### src/rtl/match_event_monitor_if.sv
// Handshake bundle between the match-event monitor and its driver.
// The driver supplies the control inputs; the monitor returns the counters, window pulse and alarm.
interface match_event_monitor_if #(
  parameter int CNT_W  = 8,
  parameter int WINDOW = 16
);
  logic                             enable;
  logic                             match_pulse;
  logic                             clear;
  logic                             alarm_ack;
  logic [CNT_W-1:0]                 total_count;
  logic [$clog2(WINDOW+1)-1:0]      window_count;
  logic                             window_done;
  logic                             alarm;

  modport master (
    output enable, match_pulse, clear, alarm_ack,
    input  total_count, window_count, window_done, alarm
  );

  modport slave (
    input  enable, match_pulse, clear, alarm_ack,
    output total_count, window_count, window_done, alarm
  );
endinterface

### src/rtl/match_event_monitor.sv
// Counts pattern-detector matches over fixed windows, keeps a saturating lifetime
// total and raises a sticky alarm when a window reaches THRESH matches.
module match_event_monitor #(
  parameter int CNT_W  = 8,
  parameter int WINDOW = 16,
  parameter int THRESH = 3
) (
  input  logic                    clk,
  input  logic                    reset,
  match_event_monitor_if.slave    bus
);
  localparam int WC_W  = $clog2(WINDOW + 1);
  localparam int TMR_W = $clog2(WINDOW);

  typedef enum logic [1:0] {IDLE, COUNT, ALARM} state_t;

  state_t             state;
  logic [TMR_W-1:0]   timer;
  logic [WC_W-1:0]    wcount;
  logic [CNT_W-1:0]   total;
  logic               done;
  logic               alarm_r;

  logic [WC_W-1:0]    wc_next;
  logic               count_pulse;
  logic               last_cycle;

  function automatic logic [CNT_W-1:0] sat_inc(input logic [CNT_W-1:0] v);
    return (v == {CNT_W{1'b1}}) ? v : v + 1'b1;
  endfunction

  always_comb begin
    wc_next     = wcount + WC_W'(bus.match_pulse);
    count_pulse = bus.enable && bus.match_pulse && (state != IDLE);
    last_cycle  = (timer == TMR_W'(WINDOW - 1));
  end

  always_ff @(posedge clk or negedge reset) begin
    if (!reset) begin
      state   <= IDLE;
      timer   <= '0;
      wcount  <= '0;
      total   <= '0;
      done    <= 1'b0;
      alarm_r <= 1'b0;
    end else begin
      done <= 1'b0;
      if (bus.clear) begin
        // Clear wins over everything, including a coincident match.
        total   <= '0;
        wcount  <= '0;
        timer   <= '0;
        alarm_r <= 1'b0;
        state   <= bus.enable ? COUNT : IDLE;
      end else begin
        if (count_pulse) total <= sat_inc(total);
        case (state)
          IDLE: begin
            timer  <= '0;
            wcount <= '0;
            if (bus.enable) state <= COUNT;
          end
          COUNT: begin
            if (!bus.enable) begin
              state  <= IDLE;
              timer  <= '0;
              wcount <= '0;
            end else if (last_cycle) begin
              done <= 1'b1;
              if (wc_next >= WC_W'(THRESH)) begin
                // Freeze the offending window's count for the status reader.
                alarm_r <= 1'b1;
                wcount  <= wc_next;
                state   <= ALARM;
              end else begin
                timer  <= '0;
                wcount <= '0;
              end
            end else begin
              timer  <= timer + 1'b1;
              wcount <= wc_next;
            end
          end
          ALARM: begin
            if (bus.alarm_ack) begin
              alarm_r <= 1'b0;
              timer   <= '0;
              wcount  <= '0;
              state   <= bus.enable ? COUNT : IDLE;
            end
          end
          default: state <= IDLE;
        endcase
      end
    end
  end

  assign bus.total_count  = total;
  assign bus.window_count = wcount;
  assign bus.window_done  = done;
  assign bus.alarm        = alarm_r;
endmodule
### src/flat_wrapper.sv
// flat-port wrapper written by rule: the top's interface ports become plain ports
module match_event_monitor_flat 
#(
  parameter int CNT_W  = 8,
  parameter int WINDOW = 16,
  parameter int THRESH = 3
)
  (clk, reset, bus_enable, bus_match_pulse, bus_clear, bus_alarm_ack, bus_total_count, bus_window_count, bus_window_done, bus_alarm);
  match_event_monitor_if #(.CNT_W(CNT_W), .WINDOW(WINDOW)) bus_i ();
  input  logic clk;
  input  logic reset;
  input wire logic [$bits(bus_i.enable)-1:0] bus_enable;
  input wire logic [$bits(bus_i.match_pulse)-1:0] bus_match_pulse;
  input wire logic [$bits(bus_i.clear)-1:0] bus_clear;
  input wire logic [$bits(bus_i.alarm_ack)-1:0] bus_alarm_ack;
  output wire logic [$bits(bus_i.total_count)-1:0] bus_total_count;
  output wire logic [$bits(bus_i.window_count)-1:0] bus_window_count;
  output wire logic [$bits(bus_i.window_done)-1:0] bus_window_done;
  output wire logic [$bits(bus_i.alarm)-1:0] bus_alarm;
  assign bus_i.enable = bus_enable;
  assign bus_i.match_pulse = bus_match_pulse;
  assign bus_i.clear = bus_clear;
  assign bus_i.alarm_ack = bus_alarm_ack;
  assign bus_total_count = bus_i.total_count;
  assign bus_window_count = bus_i.window_count;
  assign bus_window_done = bus_i.window_done;
  assign bus_alarm = bus_i.alarm;
  match_event_monitor #(.CNT_W(CNT_W), .WINDOW(WINDOW), .THRESH(THRESH)) u_core (.clk(clk), .reset(reset), .bus(bus_i));
endmodule
### config.mk
export PLATFORM = sky130hd
export DESIGN_NAME = match_event_monitor_flat
export DESIGN_NICKNAME = d
export VERILOG_FILES = /design/src/rtl/match_event_monitor_if.sv /design/src/rtl/match_event_monitor.sv /design/src/flat_wrapper.sv
export SDC_FILE = /design/constraint.sdc
export NUM_CORES = 1
export LEC_CHECK = 0
export CAP_MARGIN = 15
export CORE_MARGIN = 3
export CORE_UTILIZATION = 35
export DETAILED_ROUTE_END_ITERATION = 8
export HOLD_SLACK_MARGIN = 0.08
export SETUP_SLACK_MARGIN = 0.5
export SYNTH_ARGS = -nofsm -noshare
export SYNTH_HDL_FRONTEND = slang
export SYNTH_SLANG_ARGS = --single-unit
### constraint.sdc
create_clock -name clk -period 4.2 [get_ports clk]
set_input_delay 1.26 -clock clk [delete_from_list [all_inputs] [get_ports clk]]
set_output_delay 1.26 -clock clk [all_outputs]
set_load 0.05 [all_outputs]
==> flow_metrics.py <==
metrics = {
    "outcome": {
        "status": "finished clean",
    },
    "pwr": {
        "ir_worst_vdd_mv": 0.0916,
        "finalPower_mw": 0.386,
        "p_per_area_mw_per_mm2": 257,
        "power_leakage_nw": 0.650,
    },
    "cts": {
        "cts_buffers": 3,
        "cts_hold_buf": 0,
        "cts.sinks": 21,
        "post-cts-setup-buffer-count": 0,
        "cts_buffer_depth": 2,
        "post_cts_resize_count": 0,
        "htree_levels": 1,
        "path_clk_slew_ps": 120,
        "clock_latency_ps": 300,
        "clockRootBuffer": "clkbuf_4",
        "cts_tree": "done",
    },
    "sta": {
        "fin_tns_setup_ps": 0,
        "slew_headroom": 0.349,
        "hold_violations": 0,
        "clock_skew_ps": 6.28,
        "worstMarginPinSlew_ps": 973,
        "slew_viol_final": 0,
        "fmax_ghz": 0.346,
        "setup_viol": 0,
        "grt_setup_unrepaired": "false",
        "fin_crit_ps": 2890,
        "period_share": 0.688,
    },
    "die": {
        "die_width_um": 65.3,
        "die_area_sq_mm": 0.00426,
        "placementRows": 20,
        "ios": 21,
        "die_h_um": 65.3,
        "start_util": 0.384,
        "core-area_sq_mm": 0.00320,
    },
    "synthesis": {
        "synth_area_sq_mm": 0.00123,
        "synth_cell_type_count": 36,
        "synth-seq-cells": 21,
        "netlist_instances": 130,
        "avgSynthCellArea_sq_um": 9.46,
        "ys_warn_count": 0,
        "synth_edf_count": 0,
        "synth_nets": 144,
        "ys_seq_area_frac": 0.427,
        "async_flop_share": 1.00,
        "synthFlopType": "dfrtp_1",
    },
    "worst_setup_path": {
        "critPathMaxFanout": 6,
        "crit_chain": "clkdlybuf4s50_1",
        "crit_buf_inv": 1,
        "cp_top_family": "buffers and inverters",
        "cp_slowest_cell": "clkdlybuf4s50_1",
        "crit_arrival_ps": 1630,
        "worstSetupStartpointType": "flop",
        "slowest_delay_ps": 850,
        "cp-end-kind": "primary output",
        "worstPathRequired_ps": 2940,
        "crit_type": "reg -> out",
    },
    "placement": {
        "dpl.hpwl_mm": 1.90,
        "numPortBuffers": 20,
        "globalplace.congestion": 0.806,
    },
    "global_route": {
        "grt-ovfl-total": 0,
        "grt_pass1_wl_mm": 4.46,
        "grt_max_degree": 22,
        "grt_usage": 0.133,
        "grt_pass1_vias": 983,
        "antenna_found_initial": 0,
    },
    "layout": {
        "drive_gt1_frac": 0.0596,
        "area_delta_synth_final_pct": 22.0,
        "n_antenna_cell": 0,
        "nets": 166,
    },
    "drt": {
        "drt-total-wl_mm": 2.55,
        "drt_iter0_drc": 40,
        "drt_pass1_iterations": 4,
        "via_per_inst": 5.08,
        "routedWlPerCell_um": 13.1,
        "drtAntennaViolNets": 0,
        "vias": 991,
        "drc": 0,
    },
    "job": {
        "maxCapViolCount": 0,
    },
    "min_path": {
        "hp-class": "reg -> reg",
    },
}
==> worst reg2reg max path: stages (launching register included) <==
cell     delay [ps]
dfrtp_1         410
inv_1            90
ha_1            300
or2_2           320
a21oi_2         370
nor2_1          170
a32o_1          290
==> worst paths after layout <==
kind / depth (start not counted) / to / slack (ps) / start
max reg2reg: 6 / u_core.timer[1]$_DFFE_PN0P_ / 2140 / u_core.state[0]$_DFFE_PN0P_
max: 1 / bus_window_count[3] / 1310 / u_core.bus.window_count[3]$_DFFE_PN0P_
min reg2reg: 2 / u_core.bus.window_count[0]$_DFFE_PN0P_ / 530 / u_core.bus.window_count[0]$_DFFE_PN0P_
min in group asynchronous: 1 / u_core.bus.window_count[4]$_DFFE_PN0P_ / 1480 / reset
min: 2 / u_core.bus.window_count[0]$_DFFE_PN0P_ / 530 / u_core.bus.window_count[0]$_DFFE_PN0P_
max in group asynchronous: 1 / u_core.bus.total_count[7]$_DFFE_PN0P_ / 2130 / reset
==> state kept, by name, summed over array words and instances (netlist names) <==
signal / flops
u_core.bus.total_count: 8
u_core.bus.window_count: 5
u_core.timer: 4
u_core.state: 2
u_core.bus.alarm: 1
u_core.bus.window_done: 1
==> cell usage in the layout (no fill, tap or decap), types with 2 or more instances in the layout <==
master / netlist / routed
nand2_1: 11 / 11
a22o_1: 2 / 2
nand3_1: 11 / 11
inv_1: 3 / 3
nand3b_1: 2 / 2
o21ai_1: 2 / 2
clkbuf_4: 0 / 3
dfrtp_1: 21 / 21
nor3_1: 3 / 3
ha_1: 8 / 8
clkdlybuf4s50_1: 0 / 20
mux2i_1: 2 / 2
xnor2_1: 3 / 3
and3_1: 4 / 4
nand2b_1: 2 / 2
a211oi_1: 2 / 2
o21ai_0: 6 / 6
xor2_1: 6 / 6
a21oi_2: 2 / 2
nor2_1: 14 / 14
a21oi_1: 5 / 5
nand4_1: 3 / 3
==> synth_stat cells, types with 3 or more instances <==
cell type / instances / area, sq um
xnor2_1: 3 / 26.3
nand3_1: 11 / 55.1
clkbuf_1: 3 / 11.3
and3_1: 4 / 25.0
nand2_1: 11 / 41.3
o21ai_0: 6 / 30.0
ha_1: 8 / 100
inv_1: 3 / 11.3
nor2_1: 14 / 52.6
a21oi_1: 5 / 25.0
xor2_1: 6 / 52.6
nor3_1: 3 / 15.0
dfrtp_1: 21 / 526
nand4_1: 3 / 18.8
==> layout make-up <==
type	count	area, sq um
inverters	3	11.3
repair buffers	20	200
fillers	339	1700
clock buffers	4	26.3
flip-flops and latches	21	526
multi-input cells	103	682
well taps	44	55.1
==> where the power goes <==
group          switching, mW  internal (mW)  leakage [nW]  total [mW]
sequential           0.00593          0.208         0.290       0.214
clock                 0.0613         0.0370        0.0150      0.0983
combinational         0.0459         0.0278         0.344      0.0737
total                  0.113          0.273         0.650       0.386
==> layer usage <==
metal,vias to the layer above,GRT usage,share of wire
met1,465,0.189,0.53
met5,-,0,0
met3,2,0.0222,0.034
met2,16,0.198,0.42
li1,508,-,-
met4,0,0.0570,0.0074
==> cell families after synthesis <==
logic type	share of synthesized area
AOI/OAI and AO/OA	0.173
xor gates and xnor gates	0.0641
adders and majority gates	0.0814
buffers and inverters	0.0183
DFF	0.427
muxes	0.0163
and+or+nand+nor	0.220
==> per-stage QoR <==
| stage | area, sq um | setup slack, ps | hold WS [ps] | std cells | utilization |
|---|---|---|---|---|---|
| finish | 1500 | 1310 | 527 | 195 | 0.468 |
| global route | 1500 | 1190 | 566 | 195 | 0.468 |
| CTS | 1500 | 1290 | 542 | 195 | 0.468 |
| detailed placement | 1470 | 1040 | 514 | 191 | 0.460 |
| global placement | 1470 | 1050 | 508 | 191 | 0.460 |
| floorplan | 1230 | 1620 | 492 | 130 | - |
Note: power is estimated with default switching activity, not from simulation.
